$ cat config.mk
export PLATFORM = sky130hd
export DESIGN_NAME = reg_dump_reader
export DESIGN_NICKNAME = d
export VERILOG_FILES = /design/src/rtl/reg_dump_reader.sv
export SDC_FILE = /design/constraint.sdc
export NUM_CORES = 1
export LEC_CHECK = 0
export CORE_MARGIN = 5
export CORE_UTILIZATION = 41
export DETAILED_ROUTE_END_ITERATION = 10
export PLACE_DENSITY = 0.8
export SLEW_MARGIN = 20
export SYNTH_ARGS = -nofsm -noshare
export SYNTH_HDL_FRONTEND = slang
export SYNTH_SLANG_ARGS = --single-unit
$ cat constraint.sdc
create_clock -name clk -period 1.6 [get_ports clk]
set_clock_uncertainty 0.1 [all_clocks]
set_input_delay 0.48 -clock clk [delete_from_list [all_inputs] [get_ports clk]]
set_output_delay 0.48 -clock clk [all_outputs]
set_load 0.01 [all_outputs]
$ cat src/rtl/reg_dump_reader.sv
// Debug read master: walks a register index range through the shared RF read port
// and streams {index, value} beats out. Define REG_DUMP_CHECKSUM_EN for a trailing XOR beat.
module reg_dump_reader #(
  parameter int NREGS = 32,
  parameter int XLEN  = 32,
  localparam int IW   = $clog2(NREGS)
) (
  input  logic            clk,
  input  logic            rst,
  input  logic            start,
  input  logic [IW-1:0]   start_idx,
  input  logic [IW-1:0]   end_idx,
  output logic            rf_req,
  input  logic            rf_gnt,
  output logic [IW-1:0]   rf_addr,
  input  logic [XLEN-1:0] rf_data,
  output logic            out_valid,
  input  logic            out_ready,
  output logic [IW-1:0]   out_idx,
  output logic [XLEN-1:0] out_data,
  output logic            out_last,
  output logic            out_csum,
  output logic            busy,
  output logic            done
);

`ifdef REG_DUMP_CHECKSUM_EN
  typedef enum logic [1:0] {S_IDLE, S_READ, S_SEND, S_CSUM} state_t;
  logic [XLEN-1:0] csum_q, csum_d;
`else
  typedef enum logic [1:0] {S_IDLE, S_READ, S_SEND} state_t;
`endif

  state_t          state_q, state_d;
  logic [IW-1:0]   idx_q, idx_d;
  logic [IW-1:0]   end_q, end_d;
  logic [IW-1:0]   oidx_q, oidx_d;
  logic [XLEN-1:0] data_q, data_d;
  logic            last_q, last_d;
  logic            done_q, done_d;

  always_comb begin
    state_d = state_q;
    idx_d   = idx_q;
    end_d   = end_q;
    oidx_d  = oidx_q;
    data_d  = data_q;
    last_d  = last_q;
    done_d  = 1'b0;
`ifdef REG_DUMP_CHECKSUM_EN
    csum_d  = csum_q;
`endif
    case (state_q)
      S_IDLE: if (start) begin
        idx_d   = start_idx;
        end_d   = end_idx;
`ifdef REG_DUMP_CHECKSUM_EN
        csum_d  = '0;
`endif
        state_d = S_READ;
      end
      S_READ: if (rf_gnt) begin
        data_d  = rf_data;
        oidx_d  = idx_q;
`ifdef REG_DUMP_CHECKSUM_EN
        last_d  = 1'b0;
        csum_d  = csum_q ^ rf_data;
`else
        last_d  = (idx_q == end_q);
`endif
        state_d = S_SEND;
      end
      S_SEND: if (out_ready) begin
        if (idx_q == end_q) begin
`ifdef REG_DUMP_CHECKSUM_EN
          data_d  = csum_q;
          oidx_d  = '0;
          last_d  = 1'b1;
          state_d = S_CSUM;
`else
          done_d  = 1'b1;
          state_d = S_IDLE;
`endif
        end else begin
          // index width equals log2(NREGS), so the increment wraps 31 -> 0
          idx_d   = idx_q + IW'(1);
          state_d = S_READ;
        end
      end
`ifdef REG_DUMP_CHECKSUM_EN
      S_CSUM: if (out_ready) begin
        done_d  = 1'b1;
        state_d = S_IDLE;
      end
`endif
      default: state_d = S_IDLE;
    endcase
  end

  always_ff @(posedge clk) begin
    if (rst) begin
      state_q <= S_IDLE;
      idx_q   <= '0;
      end_q   <= '0;
      oidx_q  <= '0;
      data_q  <= '0;
      last_q  <= 1'b0;
      done_q  <= 1'b0;
`ifdef REG_DUMP_CHECKSUM_EN
      csum_q  <= '0;
`endif
    end else begin
      state_q <= state_d;
      idx_q   <= idx_d;
      end_q   <= end_d;
      oidx_q  <= oidx_d;
      data_q  <= data_d;
      last_q  <= last_d;
      done_q  <= done_d;
`ifdef REG_DUMP_CHECKSUM_EN
      csum_q  <= csum_d;
`endif
    end
  end

  assign rf_req    = (state_q == S_READ);
  assign rf_addr   = idx_q;
  assign out_idx   = oidx_q;
  assign out_data  = data_q;
  assign out_last  = last_q;
  assign busy      = (state_q != S_IDLE);
  assign done      = done_q;
`ifdef REG_DUMP_CHECKSUM_EN
  assign out_valid = (state_q == S_SEND) || (state_q == S_CSUM);
  assign out_csum  = (state_q == S_CSUM);
`else
  assign out_valid = (state_q == S_SEND);
  assign out_csum  = 1'b0;
`endif

endmodule

**Word level (Yosys, flattened, before mapping)**

Cells that the tools add are included.

- Input port bits: 47
- Flip-flop bits (word level): 51
- Output and inout bits: 48

- Reductions and logical operators: 8
- Eq/ne operators: 7
- Muxes and demuxes: 10
- Bitwise logic cells: 2
- Add/sub/neg operators: 1

Operator list:

| cell | number |
|---|---|
| 5-bit 2-to-1 mux | 3 |
| 5-bit case mux with 2 select lines | 1 |
| 2-bit 2-to-1 mux | 3 |
| 2-bit case mux with 3 select lines | 1 |
| 5-bit by 1-bit adder with 5-bit output, second input constant | 1 |
| 5-bit == test | 1 |
| 2-bit by 1-bit != test with 1-bit output, second input constant | 2 |
| 2-bit != test, second input constant | 2 |
| 2-bit AND reduction | 2 |
| 4-bit AND reduction | 1 |
| 2-bit nonzero test | 2 |
| 3-bit AND reduction | 1 |
| 3-bit OR reduction | 1 |
| 2-bit by 1-bit == test with 1-bit output, second input constant | 1 |
| 2-bit == test, second input constant | 1 |
| 2-bit zero test | 1 |
| 1-bit 2-to-1 mux | 2 |
| 1-bit inverter | 2 |

**Depth between registers and ports, before layout**

Gate-level depths: netlist of run 1.

- Depth in word-level cells: 4
- Mapped depth: 6
- Gate-level depth less buffers: 5

**Worst setup path before layout of run 1**

OpenSTA, ideal clock, no wires.

- Path type: register to register
- Start point: register idx_q[1] (netlist: rf_addr[1])
- End point: register idx_q[2] (netlist: rf_addr[2])
- Data required time: 1.362 ns
- Clock period less this slack: 1.484 ns
- Path slack: 0.116 ns
- Cell stages (with the launch flop): 5
- Path buffers: 0
- Library setup time: 0.138 ns
- Data arrival time: 1.246 ns
- Path through: dfxtp_1 > xor2_1 > nor2_1 > a2111oi_0 > o22ai_1

- Longest elaborated chain between the ends: 4
- Elaborated cells between the ends (all ways): 7

Ends and longest elaborated chain:

| element | line | source |
|---|---|---|
| start, declared | 35 | `logic [IW-1:0] idx_q, idx_d;` |
| start signal, assigned | 114 | `idx_q <= idx_d;` |
| 5-bit by 1-bit adder with 5-bit output | 86 | `idx_d = idx_q + IW'(1);` |
| 5-bit 2-to-1 mux | 74 | `if (idx_q == end_q) begin` |
| 5-bit 2-to-1 mux | 73 | `S_SEND: if (out_ready) begin` |
| 5-bit case mux with 2 select lines | 53 | `case (state_q)` |

Several ways; a longest one is shown, not always the timed one. The select of a mux whose other input is x is not followed.
A chain may end at the register's enable or synchronous reset.

**Worst setup path after layout of run 1**

- Start point: register state_q[1]
- End point: output busy

- Longest elaborated chain between the ends: 1

Ends and longest elaborated chain:

| element | line | source |
|---|---|---|
| start, declared | 34 | `state_t state_q, state_d;` |
| start signal, assigned | 113 | `state_q <= state_d;` |
| 2-bit nonzero test | 131 | `assign busy = (state_q != S_IDLE);` |
| end, declared | 23 | `output logic busy,` |

Every way passes these cells.

==> reports/metrics.cfg, run 1 <==
[die]
fp.dieH_um=80.92
die_w_um=80.92
num_rows=25
core_um2=4817
ios=95
dieArea_um2=6547
start_util_pct=42.81

[placement]
placed_cell_area_um2=3152
gp_congestion=0.8335
dp_hpwl_um=4242
io_buffer_count=93

[worst_setup_path]
startpoint_type=register
slowest_stage=dfxtp_4
end_kind=output pin
path_cells=or2_4, buf_6
cp_num_buf_inv=1
critPathMaxStageDelay_ns=0.37
crit_fanout=4
crit_family=flip-flops
cp_data_required_time_ns=1.02
crit_type=reg2out
cp.arrival_ns=1.05

[synthesis]
synth_top_area_cell=dfxtp_1
yosysWarnings=0
synth_seq_area_share_pct=49.51
synthesis.area_um2=2062
syn_area_per_cell_um2=8.348
synth_cell_types=35
synthTopCellsByCount=nand2_1, dfxtp_1, a21oi_1, nor2_1, mux2i_1
ys_ff_latch=51
synth_cells=247
synth_top_cell_area_share_pct=49.51
ys.flop_type=dfxtp_1
synth_nets=295
async_flop_share_pct=0
yosysMostFrequentCell=nand2_1
synth-edff-count=0
synth_area_leaders=dfxtp_1, nand2_1, a21oi_1

[sta]
finalSetupViolCount=2
finalCritPeriodShare_pct=101.6
rsz0062_at_grt=true
period_needed_ns=1.625
fin_ws_ns=-0.02535
max_freq_mhz=615.3
fin_tns_setup_ns=-0.03927
hold_viol=0
drv_slew=0

[cts]
cts_root_buffer=clkbuf_8
clkSinkCount=51
postCtsHoldBufs=0
clkLatencyLatePin_ns=0.30
cts_tree=built
cts_buffer_depth=2
clk_pin_slew_ns=0.09
numCtsBuffers=5
cts-htree-levels=2

[run]
drv_cap=0

[global_routing]
grt_max_degree=21
track_usage_pct=17.88
grt_pass1_wl_um=9135
grt_pass1_vias=1988
gr-total-overflow=0
antenna_found_initial=0

[min_path]
holdCritPathClass=reg2reg

[route]
ant_nets=0
wirelength_um=5677
viasPerCell=4.773
drt-pass1-iter-count=4
drc_errors=0
vias=2019
wire_per_inst_um=13.42
first_iter_violations=80

[cells_and_area]
seqCellArea_um2=1040
antenna_cells=0
area_delta_synth_final_pct=61.65
fin_area_um2=3333
final_net_count=403
fin_util_pct=69.19
multi_input_area_um2=1030
fill_cells=460
drive_gt1_share_pct=17.98

[run_status]
status=finished with violations
violations=negative setup slack

[power]
p_per_area_nw_per_um2=818.6
peakVddDrop_uv=677.9
leakage_nw=1.440

worst min-delay path, stage by stage, from the launching register on:
cell and delay [ns]:
dfxtp_1 0.31, nand2_1 0.05, a21oi_1 0.05
power by group:
| part | switching (W) | internal, W |
|---|---|---|
| clock network | 0.000425 | 0.000353 |
| registers | 0.0000466 | 0.00133 |
| logic | 0.000265 | 0.000309 |
| total | 0.000737 | 0.00199 |
layout by cell type (no fill, tap or decap), types with 4 or more instances in the layout:
cell type and instances:
clkdlybuf4s50_1 44, mux2i_1 7, clkbuf_8 6, nor2_1 9
a21oi_1 40, buf_4 20, dfxtp_1 44, dfxtp_4 4
buf_6 4, xor2_2 4, dlygate4sd2_1 43, nand2_1 82
registers in the layout, indices dropped and copies added (netlist names):
name      flops
done          1
end_q         5
out_idx       5
state_q       2
out_last      1
rf_addr       5
out_data     32
per-layer routing:
| layer | GRT usage, % | vias up | wire, um |
|---|---|---|---|
| met1 | 21.74 | 910 | 2403 |
| met2 | 28.98 | 72 | 2662 |
| met5 | 0 | - | 0 |
| met4 | 6.250 | 0 | 88 |
| li1 | - | 1026 | - |
| met3 | 6.652 | 11 | 523 |
timing repair:
| item | CTS | global route |
|---|---|---|
| endpoints found under the setup margin | 49 | 13 |
| pin swaps | 1 | 3 |
| buffers inserted | 1 | 1 |
| gates resized for setup | 71 | 21 |
per-stage QoR:
stage / cells / hold WS (ns) / setup WS, ns / power (W)
floorplan: 247 / 0.3803 / 0.1156 / 0.001648
global placement: 413 / 0.3410 / -0.3632 / 0.001947
detailed placement: 413 / 0.3459 / -0.3851 / 0.001959
CTS: 422 / 0.3567 / -0.04498 / 0.002715
global route: 423 / 0.3728 / -0.06153 / 0.002881
finish: 423 / 0.3535 / -0.02535 / 0.002729
path summary, 6_finish.rpt:
check                                                from                        end  slack [ns]  cells after the start
worst max-delay path              state_q[1]$_SDFFE_PP0P_                       busy       -0.03                      2
worst min-delay path            out_data[25]$_SDFFE_PP0P_  out_data[25]$_SDFFE_PP0P_        0.35                      2
worst max register to register    rf_addr[0]$_SDFFE_PP0P_    rf_addr[1]$_SDFFE_PP0P_        0.06                      5
worst min register to register  out_data[25]$_SDFFE_PP0P_  out_data[25]$_SDFFE_PP0P_        0.35                      2
layout make-up:
| cell class | instances | share of cell area (%) |
|---|---|---|
| multi-input cells | 177 | 30.89 |
| inverters | 5 | 0.7132 |
| clock buffers | 6 | 2.477 |
| repair buffers | 115 | 31.72 |
| flip-flops and latches | 51 | 31.19 |
| well taps | 67 | 2.515 |
| clock inverters | 2 | 0.4880 |
logic make-up (layout without fill, tap and decap cells):
group,count (synthesis),after routing,synth area share (%)
AOI/OAI and AO/OA,54,54,15.17
xor gates and xnor gates,5,5,2.124
adders and majority gates,1,1,0.6067
buffers and inverters,19,128,5.157
DFF,51,51,49.51
muxes,9,9,4.430
other,1,1,0.1819
and+or+nand+nor,107,107,22.82
(Power assumes the default switching activity.)
==> inputs of run 2 (changes only) <==
--- a/config.mk
+++ b/config.mk
@@ -9,6 +9,7 @@
 export CORE_UTILIZATION = 41
 export DETAILED_ROUTE_END_ITERATION = 10
 export PLACE_DENSITY = 0.8
+export SETUP_SLACK_MARGIN = 0.3
 export SLEW_MARGIN = 20
 export SYNTH_ARGS = -nofsm -noshare
 export SYNTH_HDL_FRONTEND = slang
==> run 2 against run 1 <==
The flow still finishes with violations (negative setup slack). Combinational power is 78% higher. Total power is 21% higher. Critical path depth is 4 higher. Global-route usage is 6.8 points higher. Core utilization is 24 points higher. Fmax is 2.8% lower. Count of clock-buffer cells in the layout is 2 higher. Non-clock buffer count is 33 higher. Via count is 25% higher. Sequential share of layout area is 6.7 points lower. Critical path type is now reg2reg. Largest cell class unchanged. Largest power group unchanged.
==> reports/metrics.cfg, run 2 (synthesized netlist as in run 1, its figures left out) <==
[run_status]
status=finished with violations
violations=negative setup slack

[cells_and_area]
mostFrequentLayoutCells=buf_6, nand2_1, dfxtp_2, clkdlybuf4s50_1, a21oi_2
fill_cells=155  ; -66%
largest_reg_flops=32  ; unchanged
area_delta_synth_final_pct=117.4
drive_gt1_share_pct=67.61  ; +50 points
layout_commonest_cell=buf_6
final_net_count=436  ; +8.2%
seqCellArea_um2=1100  ; +5.8%
multi_input_area_um2=1558  ; +51%
antenna_cells=0  ; unchanged

[die]
ios=95  ; unchanged
fp.dieH_um=80.92  ; unchanged
core_um2=4817  ; unchanged
dieArea_um2=6547  ; unchanged
start_util_pct=42.81  ; unchanged
die_w_um=80.92  ; unchanged
num_rows=25  ; unchanged

[global_routing]
grt_pass1_wl_um=12300  ; +35%
gr-total-overflow=0  ; unchanged
track_usage_pct=24.69  ; +6.8 points
grt_pass1_vias=2533  ; +27%
grt_max_degree=18  ; -14%
antenna_found_initial=0  ; unchanged

[cts]
clk_pin_slew_ns=0.10  ; about the same
cts-htree-levels=2  ; unchanged
numCtsBuffers=5  ; unchanged
cts_tree=built
cts_buffer_depth=2  ; unchanged
cts_root_buffer=clkbuf_8
clkLatencyLatePin_ns=0.30  ; about the same
postCtsHoldBufs=0  ; unchanged
clkSinkCount=51  ; unchanged

[power]
peakVddDrop_uv=482.2  ; -29%
p_per_area_nw_per_um2=733.5  ; -10%
leakage_nw=1.947  ; +35%
p_total_w=0.003288  ; +21%

[worst_setup_path]
startpoint_type=register
crit_type=reg2reg
end_kind=register
cp.arrival_ns=1.76  ; +0.71 ns
rr_worst_depth=6  ; +1
crit_fanout=4  ; unchanged
cp_data_required_time_ns=1.69  ; +0.67 ns

[sta]
maxSlewHeadroom_pct=66.34
hold_viol=0  ; unchanged
max_freq_mhz=598.1  ; -2.8%
rsz0062_at_grt=true
finalCritPeriodShare_pct=104.5  ; +2.9 points
period_needed_ns=1.672  ; +0.04668 ns
drv_slew=0  ; unchanged
fin_ws_ns=-0.07203  ; -0.04668 ns
worst_pin_slew_ns=0.5049
finalSetupViolCount=15  ; +13
worst_hold_slack_ns=0.3825  ; +0.02899 ns
fin_tns_setup_ns=-0.3909  ; -0.3516 ns

[route]
drt-pass1-iter-count=4  ; unchanged
wire_per_inst_um=22.21  ; +65%
wirelength_um=10130  ; +78%
drc_errors=0  ; unchanged
ant_nets=0  ; unchanged
vias=2518  ; +25%
first_iter_violations=189  ; +140%
viasPerCell=5.522  ; +16%

[placement]
place_ws_ns=-0.3085  ; +0.07652 ns
gp_congestion=0.8588  ; +3.0%
dp_hpwl_um=4254  ; +0.29%
io_buffer_count=93  ; unchanged

[run]
drv_cap=0  ; unchanged

[min_path]
holdPathStages=2  ; unchanged
holdCritPathClass=reg2reg

[run 2: worst paths after layout]
check,startpoint,endpoint,slack (ns)
max,state_q[0]$_SDFFE_PP0P_,rf_addr[3]$_SDFFE_PP0P_,-0.07
min,out_data[21]$_SDFFE_PP0P_,out_data[21]$_SDFFE_PP0P_,0.38
min reg2reg,out_data[21]$_SDFFE_PP0P_,out_data[21]$_SDFFE_PP0P_,0.38
max reg2reg,state_q[0]$_SDFFE_PP0P_,rf_addr[3]$_SDFFE_PP0P_,-0.07
[run 2: metal layers]
metal | wire length, um | GRT usage (%)
met5 | 0 | 0
met4 | 442 | 9.628
met3 | 867 | 6.763
met2 | 5252 | 46.63
met1 | 3564 | 25.60
[run 2: cell type report]
| class | instances | area share [%] |
|---|---|---|
| repair buffers | 148 | 36.06 |
| multi-input cells | 177 | 34.75 |
| flip-flops and latches | 51 | 24.53 |
| clock buffers | 8 | 2.261 |
| well taps | 67 | 1.870 |
| inverters | 5 | 0.5303 |
[run 2: per-stage QoR]
step	cell area [um^2]	std cells	util (%)
after CTS	4075	436	84.60
after global placement	3178	409	65.97
after detailed placement	3178	409	65.97
final	4483	456	93.06
after floorplan	2110	247	-
after global routing	4483	456	93.06
[run 2: timing repair]
item,4_1_cts,5_1_grt
setup endpoints to repair,98,98
pin swaps,22,22
resized for setup,397,51
buffers inserted,13,20
cloned,6,0
[run 2: power by group]
part	switching [W]	internal, W	leakage [nW]	total [W]
combinational	0.000473	0.000547	1.46	0.00102
sequential	0.0000810	0.00134	0.439	0.00142
clock	0.000444	0.000407	0.0506	0.000851
[run 2: critical path: stages, from the launching register on]
cell	delay (ns)
dfxtp_4	0.38
nand2b_4	0.16
buf_6	0.13
nor3_4	0.29
buf_4	0.17
a21oi_2	0.05
o32ai_2	0.28
==> inputs of run 3 (changes only) <==
--- a/config.mk
+++ b/config.mk
@@ -8,6 +8,7 @@
 export CORE_MARGIN = 5
 export CORE_UTILIZATION = 41
 export DETAILED_ROUTE_END_ITERATION = 10
+export MAX_ROUTING_LAYER = met4
 export PLACE_DENSITY = 0.8
 export SETUP_SLACK_MARGIN = 0.3
 export SLEW_MARGIN = 20
==> run 3 against run 2 <==
The run still ends with negative setup slack left. Sequential cell count unchanged. First-iteration DRC count is 5.8% lower. Count of clock-buffer cells in the layout did not move. Critical path depth is 4 lower. Via count grew 1.6%. Sequential share of layout area about the same. Clock power hardly changed. Core utilization fell by 0.16 points. Non-clock buffer count down 1. Total power increased by 0.42%. Highest routed layer unchanged.
==> reports/metrics.cfg, run 3 (synthesized netlist as in run 1, its figures left out) <==
[global_routing]
track_usage_pct=25.47  ; +0.78 points
grt_max_degree=18  ; unchanged
grt_pass1_vias=2527  ; -0.24%
antenna_found_initial=0  ; unchanged
gr-total-overflow=0  ; unchanged
grt_pass1_wl_um=12300  ; about the same

[worst_setup_path]
startpoint_type=register
cp_data_required_time_ns=1.02  ; -0.67 ns
end_kind=output pin
path_cells=or2_4, buf_6
crit_fanout=5  ; +1
cp.arrival_ns=1.10  ; -0.66 ns
crit_type=reg2out
critPathMaxStageDelay_ns=0.40  ; +0.02 ns
slowest_stage=dfxtp_4

[run]
drv_cap=0  ; unchanged

[placement]
dp.cells=409  ; unchanged
gp_congestion=0.8725  ; +1.6%
dp_hpwl_um=4254  ; unchanged
io_buffer_count=93  ; unchanged

[sta]
finalSetupViolCount=15  ; unchanged
worst_hold_slack_ns=0.3852  ; +0.002670 ns
rsz0062_at_grt=true
drv_slew=0  ; unchanged
hold_viol=0  ; unchanged
period_needed_ns=1.681  ; +0.008560 ns
fin_ws_ns=-0.08059  ; -0.008560 ns
finalCritPeriodShare_pct=105.0  ; +0.54 points
max_freq_mhz=595.0  ; -0.51%

[cells_and_area]
final_net_count=435  ; -0.23%
mostFrequentLayoutCells=buf_6, nand2_1, dfxtp_2, clkdlybuf4s50_1, a21oi_2
antenna_cells=0  ; unchanged
stdcell_count=455  ; -0.22%
layout_commonest_cell=buf_6
area_delta_synth_final_pct=117.1
largest_reg_flops=32  ; unchanged
drive_gt1_share_pct=67.53  ; -0.083 points

[power]
leakage_nw=1.942  ; -0.28%
p_per_area_nw_per_um2=737.8  ; +0.59%
peakVddDrop_uv=521.7  ; +8.2%

[cts]
numCtsBuffers=5  ; unchanged
cts-htree-levels=2  ; unchanged
clkLatencyLatePin_ns=0.31  ; about the same
postCtsHoldBufs=0  ; unchanged
clk_pin_slew_ns=0.10  ; about the same
clkSinkCount=51  ; unchanged
cts_buffer_depth=2  ; unchanged
cts_root_buffer=clkbuf_8
cts_tree=built

[route]
wirelength_um=10640  ; +5.1%
ant_nets=0  ; unchanged
drt-pass1-iter-count=4  ; unchanged
viasPerCell=5.624  ; +1.9%
wire_per_inst_um=23.39  ; +5.3%
drc_errors=0  ; unchanged
vias=2559  ; +1.6%
first_iter_violations=178  ; -5.8%

[min_path]
holdCritPathClass=reg2reg

[run_status]
status=finished with violations
violations=negative setup slack

[die]
ios=95  ; unchanged
start_util_pct=42.81  ; unchanged
dieArea_um2=6547  ; unchanged
die_w_um=80.92  ; unchanged
core_um2=4817  ; unchanged
fp.dieH_um=80.92  ; unchanged
num_rows=25  ; unchanged

## run 3: cell types whose count changed in the layout (fill, tap and decap cells not counted)
cell   before  now
buf_4      32   31
## run 3: repair_timing
action	CTS	global route
setup buffers	13	19
pin swaps	22	21
resized for setup	397	51
gates cloned	6	0
endpoints found under the setup margin	98	98
## run 3: layout make-up
class	count	area, um^2
multi-input combinational	177	1558
clock buffer	8	101.3
inverter	5	23.77
tap	67	83.83
fill	155	341.6
sequential	51	1100
timing repair buffer	147	1609
## run 3: worst max-delay path, delay by kind of cell, from the launching register on
family	cells	cell delay, ns
DFF	1	0.40
buffers and inverters	1	0.13
and+or+nand+nor	1	0.26
## run 3: report_power, final
group,internal [W],switching (W)
Sequential,0.00134,0.0000803
Combinational,0.000547,0.000488
Clock,0.000406,0.000444
Total,0.00229,0.00101
## run 3: through the flow
| step | util [%] | setup slack, ns | total power [W] | setup TNS, ns | area, um^2 |
|---|---|---|---|---|---|
| 6_report | 92.91 | -0.08059 | 0.003302 | -0.5032 | 4476 |
| 3_3_place_gp | 65.97 | -0.2485 | 0.001958 | -3.900 | 3178 |
| 2_1_floorplan | - | 0.2567 | 0.001661 | 0 | 2110 |
| 5_1_grt | 92.91 | -0.1359 | 0.003399 | -1.270 | 4476 |
| 4_1_cts | 84.60 | -0.03594 | 0.003040 | -0.03594 | 4075 |
| 3_5_place_dp | 65.97 | -0.3085 | 0.001966 | -4.883 | 3178 |
## run 3: layer usage
| layer | global-route usage [%] | part of all wire, % | up-vias |
|---|---|---|---|
| met5 | - | 0 | - |
| met4 | 8.615 | 5.5 | 0 |
| met3 | 6.319 | 7.4 | 61 |
| met2 | 46.63 | 51 | 177 |
| met1 | 26.50 | 37 | 1225 |
| li1 | - | - | 1096 |
## run 3: path summary, 6_finish.rpt
kind                            from                 endpoint  slack, ns  depth (start not counted)
max          state_q[1]$_SDFFE_PP0P_                     busy      -0.08                          2
max reg2reg  state_q[1]$_SDFFE_PP0P_    end_q[2]$_SDFFE_PP0P_      -0.08                          6
min          out_idx[0]$_SDFFE_PP0P_  out_idx[0]$_SDFFE_PP0P_       0.39                          2
min reg2reg  out_idx[0]$_SDFFE_PP0P_  out_idx[0]$_SDFFE_PP0P_       0.39                          2
